File: src/rtl/wb_commit_cp0.sv
// +-----------------------------------------------------------------------------+
// | Module : wb_commit_cp0                                                      |
// | Desc   : MIPS write-back stage with CP0 Status/Cause/EPC and commit flush.  |
// | Rev    : 1.0  initial release                                               |
// +-----------------------------------------------------------------------------+
`default_nettype none

module wb_commit_cp0 #(
  parameter logic [31:0] EXC_VECTOR   = 32'h8000_0180,
  parameter int unsigned DRAIN_CYCLES = 3
) (
  input  logic        clk,
  input  logic        rst_n,
  input  logic        MemtoReg_in,
  input  logic        RegWrite_in,
  input  logic [2:0]  MemRead_in,
  input  logic [31:0] Mem_Data_in,
  input  logic [31:0] ALU_Data_in,
  input  logic [4:0]  Reg_Write_in,
  input  logic        MEM_WB_IS_NOP,
  input  logic        overflow_in,
  input  logic [31:0] OPC_in,
  input  logic [4:0]  EXCCODE_in,
  input  logic [31:0] ins_in,
  output logic        rf_we,
  output logic [4:0]  rf_waddr,
  output logic [31:0] rf_wdata,
  output logic        flush,
  output logic        redirect_valid,
  output logic [31:0] redirect_pc,
  output logic [31:0] status_out,
  output logic [31:0] cause_out,
  output logic [31:0] epc_out
);

  localparam logic [31:0] c_eret_word  = 32'h4200_0018;
  localparam logic [10:0] c_mtc0_op    = 11'b010000_00100;
  localparam logic [10:0] c_mfc0_op    = 11'b010000_00000;
  localparam logic [4:0]  c_code_ov    = 5'd12;
  localparam logic [3:0]  c_drain_init = 4'(DRAIN_CYCLES - 1);

  typedef enum logic [0:0] {
    ST_RUN   = 1'b0,
    ST_DRAIN = 1'b1
  } state_t;

  state_t      r_state, w_state_next;
  logic [3:0]  r_drain_cnt, w_drain_cnt_next;
  logic [31:0] r_status, r_cause, r_epc, r_redirect_pc;
  logic        r_redirect_valid, r_flush;

  logic        w_live, w_exc, w_eret, w_mtc0, w_mfc0, w_commit;
  logic [4:0]  w_code, w_rd;
  logic [7:0]  w_byte;
  logic [15:0] w_half;
  logic [31:0] w_load, w_cp0_rdata;

  assign w_live   = !MEM_WB_IS_NOP && (r_state == ST_RUN);
  assign w_exc    = w_live && ((EXCCODE_in != 5'd0) || overflow_in);
  assign w_code   = (EXCCODE_in != 5'd0) ? EXCCODE_in : c_code_ov;
  assign w_eret   = w_live && !w_exc && (ins_in == c_eret_word);
  assign w_mtc0   = w_live && !w_exc && !w_eret && (ins_in[31:21] == c_mtc0_op);
  assign w_mfc0   = w_live && !w_exc && !w_eret && (ins_in[31:21] == c_mfc0_op);
  assign w_commit = w_exc || w_eret;
  assign w_rd     = ins_in[15:11];

  // Load extraction: byte lane from addr[1:0], halfword from addr[1].
  always_comb begin
    w_byte = 8'h00;
    case (ALU_Data_in[1:0])
      2'd0:    w_byte = Mem_Data_in[7:0];
      2'd1:    w_byte = Mem_Data_in[15:8];
      2'd2:    w_byte = Mem_Data_in[23:16];
      default: w_byte = Mem_Data_in[31:24];
    endcase
    w_half = ALU_Data_in[1] ? Mem_Data_in[31:16] : Mem_Data_in[15:0];
    w_load = Mem_Data_in;
    case (MemRead_in)
      3'd2:    w_load = {{24{w_byte[7]}}, w_byte};
      3'd3:    w_load = {24'h000000, w_byte};
      3'd4:    w_load = {{16{w_half[15]}}, w_half};
      3'd5:    w_load = {16'h0000, w_half};
      default: w_load = Mem_Data_in;
    endcase
  end

  always_comb begin
    w_cp0_rdata = 32'h0000_0000;
    case (w_rd)
      5'd12:   w_cp0_rdata = r_status;
      5'd13:   w_cp0_rdata = r_cause;
      5'd14:   w_cp0_rdata = r_epc;
      default: w_cp0_rdata = 32'h0000_0000;
    endcase
  end

  assign rf_we    = rst_n && w_live && !w_exc && !w_eret && !w_mtc0 && RegWrite_in;
  assign rf_waddr = Reg_Write_in;
  assign rf_wdata = w_mfc0 ? w_cp0_rdata : (MemtoReg_in ? w_load : ALU_Data_in);

  always_comb begin
    w_state_next     = r_state;
    w_drain_cnt_next = r_drain_cnt;
    case (r_state)
      ST_RUN: begin
        if (w_commit) begin
          w_state_next     = ST_DRAIN;
          w_drain_cnt_next = c_drain_init;
        end
      end
      ST_DRAIN: begin
        if (r_drain_cnt == 4'd0) w_state_next = ST_RUN;
        else                     w_drain_cnt_next = r_drain_cnt - 4'd1;
      end
      default: w_state_next = ST_RUN;
    endcase
  end

  always_ff @(posedge clk or negedge rst_n) begin
    if (!rst_n) begin
      r_state          <= ST_RUN;
      r_drain_cnt      <= 4'd0;
      r_flush          <= 1'b0;
      r_redirect_valid <= 1'b0;
      r_redirect_pc    <= 32'h0000_0000;
    end else begin
      r_state          <= w_state_next;
      r_drain_cnt      <= w_drain_cnt_next;
      r_flush          <= (w_state_next == ST_DRAIN);
      r_redirect_valid <= w_commit;
      if (w_commit) r_redirect_pc <= w_exc ? EXC_VECTOR : r_epc;
    end
  end

  // MTC0 source operand arrives on the ALU result path (rt forwarded through EX).
  always_ff @(posedge clk or negedge rst_n) begin
    if (!rst_n) begin
      r_status <= 32'h0000_0000;
      r_cause  <= 32'h0000_0000;
      r_epc    <= 32'h0000_0000;
    end else if (w_exc) begin
      r_cause[6:2] <= w_code;
      if (!r_status[1]) r_epc <= OPC_in;
      r_status[1]  <= 1'b1;
    end else if (w_eret) begin
      r_status[1] <= 1'b0;
    end else if (w_mtc0) begin
      case (w_rd)
        5'd12:   r_status     <= ALU_Data_in;
        5'd13:   r_cause[9:8] <= ALU_Data_in[9:8];
        5'd14:   r_epc        <= ALU_Data_in;
        default: ;
      endcase
    end
  end

  assign flush          = r_flush;
  assign redirect_valid = r_redirect_valid;
  assign redirect_pc    = r_redirect_pc;
  assign status_out     = r_status;
  assign cause_out      = r_cause;
  assign epc_out        = r_epc;

endmodule

`default_nettype wire
File: config.mk
export PLATFORM = sky130hd
export DESIGN_NAME = wb_commit_cp0
export DESIGN_NICKNAME = d
export VERILOG_FILES = /design/src/rtl/wb_commit_cp0.sv
export SDC_FILE = /design/constraint.sdc
export NUM_CORES = 1
export LEC_CHECK = 0
export CORE_UTILIZATION = 51
export CTS_BUF_LIST = sky130_fd_sc_hd__clkbuf_4 sky130_fd_sc_hd__clkbuf_8
export DETAILED_ROUTE_END_ITERATION = 10
export DONT_BUFFER_PORTS = 1
export GPL_TIMING_DRIVEN = 0
export PLACE_DENSITY = 0.78
export SYNTH_ARGS = -nofsm -noshare
export SYNTH_HDL_FRONTEND = slang
export SYNTH_SLANG_ARGS = --single-unit
File: constraint.sdc
create_clock -name clk -period 3.8 [get_ports clk]
set_clock_uncertainty 0.05 [all_clocks]
set_input_delay 0.76 -clock clk [delete_from_list [all_inputs] [get_ports clk]]
set_output_delay 0.76 -clock clk [all_outputs]
set_load 0.01 [all_outputs]
==> Yosys cells after proc, flatten, opt, wreduce, memory -nomap -nowiden <==
Index checks and enable logic that the tools add are counted.
{ "word_totals": {"ff_bits": 109, "inputBits": 147, "out_inout_bits": 168, "wordCells": 82} }
{ "op_classes": {"addsub": 1, "eq_ne": 16, "n_mux": 23, "n_bitwise": 3, "n_reduce_logical": 30} }
{ "ops": {"columns": ["operator", "n"], "rows": [
  ["$mux 32", 8],
  ["$pmux 32 s4", 1],
  ["$pmux 32 s3", 1],
  ["$eq 32x31->1 const B", 1],
  ["$pmux 8 s3", 1],
  ["$eq 11x10->1 const B", 2],
  ["$mux 16", 1],
  ["$eq 5x4->1 const B", 3],
  ["$logic_and 1x1->1", 12],
  ["$reduce_and 4->1", 3],
  ["$mux 4", 2],
  ["$ne 2x2->1 const B", 4],
  ["$pmux 4 s2", 1],
  ["$eq 3x2->1 const B", 2],
  ["$eq 3x3->1 const B", 2],
  ["$reduce_bool 3->1", 2],
  ["$mux 5", 1],
  ["$reduce_bool 5->1", 1],
  ["$logic_not 1->1", 4],
  ["$logic_not 4->1", 1],
  ["$mux 1", 4],
  ["$mux 2", 2],
  ["$reduce_and 2->1", 2],
  ["$reduce_bool 2->1", 2],
  ["other kinds (7)", 10]
]} }

==> Logic depth before layout (Yosys ltp) <==
{ "logic_depth": {"word_depth": 12, "ltp_mapped": 7, "ltp_nobuf": 6} }

==> Least setup slack after synthesis <==
Ideal clock, no wire load.
{ "synth_path": {"path_kind": "input to output", "startpoint": "input port EXCCODE_in[0]", "endpoint": "output port rf_wdata[10]", "arrival_ns": 2.846, "t_required_ns": 2.990, "setup_slack_ns": 0.144, "path_stages": 6, "n_path_buf": 2, "cell_sequence": "or4_4 or4_4 buf_6 nor4_4 buf_6 mux2i_1"} }
{ "synth_via": {"elab_chain_cells": 10} }
{ "synth_lines": {"columns": ["item", "line", "source"], "rows": [
  ["start: declaration", "23", "input logic [4:0] EXCCODE_in,"],
  ["$reduce_bool 5->1 (*)", "59", "assign w_exc = w_live && ((EXCCODE_in != 5'd0) || overflow_in);"],
  ["$logic_or 1x1->1 (*)", "59", null],
  ["$logic_and 1x1->1 (*)", "59", null],
  ["$logic_not 1->1 (*)", "61, 63", null],
  ["$logic_and 1x1->1 (*)", "61, 63", null],
  ["$logic_and 1x1->1", "61", "assign w_eret = w_live && !w_exc && (ins_in == c_eret_word);"],
  ["$logic_not 1->1", "63", "assign w_mfc0 = w_live && !w_exc && !w_eret && (ins_in[31:21] == c_mfc0_op);"],
  ["$logic_and 1x1->1 (*) (2 in a row)", "63", null],
  ["$mux 32 (*)", "99", "assign rf_wdata = w_mfc0 ? w_cp0_rdata : (MemtoReg_in ? w_load : ALU_Data_in);"],
  ["end: declaration", "27", "output logic [31:0] rf_wdata,"]
]} }
Every way passes the cells marked *; elsewhere a longest branch is shown, timed or not.

==> Worst setup path in the final report <==
{ "layout_path": {"startpoint": "input port ins_in[26]", "endpoint": "output port rf_wdata[7]"} }
{ "layout_via": {"elab_chain_cells": 6, "word_cells_on_any_way": 7, "classes_between": "2 x eq/ne; 1 x mux; 4 x reduce/logical"} }
{ "layout_lines": {"columns": ["item", "line", "source"], "rows": [
  ["start: declaration", "24", "input logic [31:0] ins_in,"],
  ["$eq 32x31->1", "61", null],
  ["$logic_and 1x1->1", "61", null],
  ["$logic_not 1->1", "63", null],
  ["$logic_and 1x1->1", "63", null],
  ["$logic_and 1x1->1 (*)", "63", null],
  ["$mux 32 (*)", "99", null]
]} }
Marks and branches as above.

==> reports/qor.txt <==
status - finished, final reports clean
post-synthesis mux area share - 12.6%
layout cells sized above 1 - 14.5%
CP Launch Type - input pin
Die Span X - 122 um
Slew HR - 13.3%
post-layout instance area - 8320 um2
FILL cells - 1248
total clock buffers created by CTS - 9
CP arrival - 2.96 ns
cell accounting for the most synthesized area - dfrtp_1
largest net degree at the start of global routing - 110
leakage - 3.49 nW
synthesis-to-finish area growth - 14.2%
minimum clock period - 3.77 ns
I/O pins - 315
synth top area cells - dfrtp_1 (37%), mux2i_1 (11%), inv_1 (4.0%), nand2_1 (3.8%), o21ai_0 (3.8%)
Tot GR Track Use - 35.7%
diode count - 0
Final Util - 59.9%
# rows - 43
R2R Path End - status_out[26]
first-pass GRT wire length - 39300 um
ys flop type - dfrtp_1
routability congestion estimate - 0.921
area share of the largest cell type after synthesis - 37.4%
Starting Density - 52.5%
wire per inst - 25.2 um
R2R Setup Slk - 0.32 ns
Total Die Area - 14800 um2
final hold vios - 0
Worst Hold Class - in -> async
Seq/Total Area, Yosys - 37.4%
synthesized instance count - 831
Pre-Repair DR Iteration Count - 5
Min Hold Slack - 0.246 ns
drt drc - 0
CTS tree - done
Setup WS pre-CTS - -0.484 ns
nets@finish - 1019
CP endpoint kind - primary output
min setup slack post-route - 0.0269 ns
placed cell area - 7600 um2
Slew Limit Fails - 0
setup violators final - 0
die height - 122 um
switching share of power - 35.9%
Post-Place Cells - 1035
CTS root buf - clkbuf_8
final wirelength - 26600 um
Unique masters post-synth - 59
post-synthesis xor/xnor area fraction - 0.361%
largest family of logic cells by synthesized area - simple AND/OR/NAND/NOR gates
IO buf count - 0
Skew-Pair Late Insertion Delay - 0.40 ns
multi-input logic area - 4200 um2
RSZ-0062 raised after global routing - no
Tightest Pin Transition - 1.29 ns
Clock Pin Slew Worst Setup and Hold Paths - 0.12 ns
Synth Area in Simple Gates - 19.5%
Clock Power Share - 25.7%
CP Class - in -> out
non-filler cells, final - 1056
Tot Pwr - 2.69 mW
FMAX - 265 MHz
NetSw - 964 uW
DP Wirelength - 19900 um
Post-synth EDFFs - 0
Async SR Flop Fraction - 100%
vias in the first global route - 6614
Setup TNS - 0 ns
most frequent cell after synthesis - dfrtp_1
Max Cap Violations - 0
Netlist Area Pre-Place - 7280 um2
peak supply drop - 0.248 mV
Reg2Reg Depth - 6
Synth top cells by count - dfrtp_1 (109), mux2i_1 (79), inv_1 (77)
RR Startpoint - flush
DRT antenna net count - 0
Post-Synth Adder-Cell Area - 0.172%
aggregate global routing overflow - 0
critical path peak fanout - 8
Seq pwr share - 50.2%
Syn Area/Cell - 8.77 um2
Cell Int Power - 1.72 mW
Max Buffers Root-to-Sink - 2
FF+latch count, synth - 109
number of H-tree levels - 3
DR vias - 6864
compound-cell area share of the yosys netlist - 18.3%
clk sinks - 109
mean number of vias per cell - 6.50
first-iteration detailed-routing DRC count - 648
yosys warns - 25
Logic pwr share - 24.1%
post-route clock period utilization - 99.3%
Sequential Area - 2730 um2
worst endpoint required time - 2.99 ns
initial antenna violation count - 0
Core Area - 13900 um2
Pwr Density - 323 nW/um2
metal layers:
layer | GRT usage, % | vias up | wire length [um]
li1 | - | 3053 | -
met1 | 45.9 | 3301 | 10400
met2 | 55.4 | 447 | 12200
met3 | 11.0 | 63 | 3030
met4 | 15.5 | 0 | 873
met5 | 0 | - | 0
layout make-up:
type | count | share of cell area (%)
buffer | 101 | 6.92
multi-input combinational | 567 | 50.5
timing repair buffer | 6 | 1.46
inverter | 77 | 3.47
tap | 180 | 2.71
clock inverter | 6 | 0.526
sequential | 109 | 32.8
clock buffer | 10 | 1.58
placed cells by master (no fill, tap or decap), types with 4 or more instances in the layout:
master,count
nor2b_1,16
nand2_1,74
nor3b_1,9
a41oi_1,7
mux2i_1,48
a211o_1,9
and3_1,8
nand3_1,4
nor3_1,5
buf_4,32
inv_1,77
conb_1,25
mux2_2,4
a211oi_1,32
buf_1,7
buf_2,5
o221ai_1,15
clkbuf_8,9
or2_2,13
a21oi_1,4
clkbuf_1,50
nor2_1,43
nand2b_1,6
nor4_1,38
dfrtp_1,109
buf_6,4
nand4_1,26
mux2i_4,30
o32ai_1,17
mux2_1,5
a22oi_1,32
o21ai_0,55
logic make-up after synthesis:
family / Yosys count
other: 1
XOR/XNOR: 3
adder cells (fa/ha/maj): 1
AND/OR/NAND/NOR: 262
flip-flops: 109
buffers and inverters: 179
AO/OA/AOI/OAI: 187
multiplexers: 89
power by group through the flow:
| stage | clock (mW) | combinational [mW] | sequential (mW) |
|---|---|---|---|
| CTS | 0.689 | 0.603 | 1.34 |
| finish | 0.690 | 0.649 | 1.35 |
| global route | 0.736 | 0.705 | 1.36 |
| floorplan | 0 | 0.423 | 1.33 |
| detailed placement | 0 | 0.557 | 1.37 |
| global placement | 0 | 0.542 | 1.37 |
worst max-delay path, stage by stage:
cell and delay, ns:
or4_1 0.63, or4_4 0.56, nor4_4 0.27, buf_6 0.25
clkbuf_16 0.21, mux2i_4 0.28
repair_timing:
item / in CTS / in global routing
gates resized for setup: 27 / 49
endpoints found under the setup margin: 32 / 31
hold endpoints to repair: 109 / 0
hold buffers: 1 / 0
pin swaps: 1 / 1
gates cloned: 0 / 3
setup buffers: 2 / 0
flip-flops by register name (all words and copies together) (netlist names):
signal / flops
cause_out: 7
epc_out: 32
flush: 1
r_drain_cnt: 4
redirect_pc: 32
redirect_valid: 1
status_out: 32
how the worst max path moves through the flow:
stage | start | to | slack [ns]
floorplan | EXCCODE_in[0] | rf_wdata[10] | 0.14
global placement | ins_in[11] | rf_wdata[23] | -0.46
detailed placement | ins_in[11] | rf_wdata[21] | -0.48
CTS | EXCCODE_in[0] | rf_wdata[2] | -0.02
global route | EXCCODE_in[0] | rf_wdata[7] | 0.005
finish | ins_in[26] | rf_wdata[7] | 0.03
(Power assumes the default switching activity.)
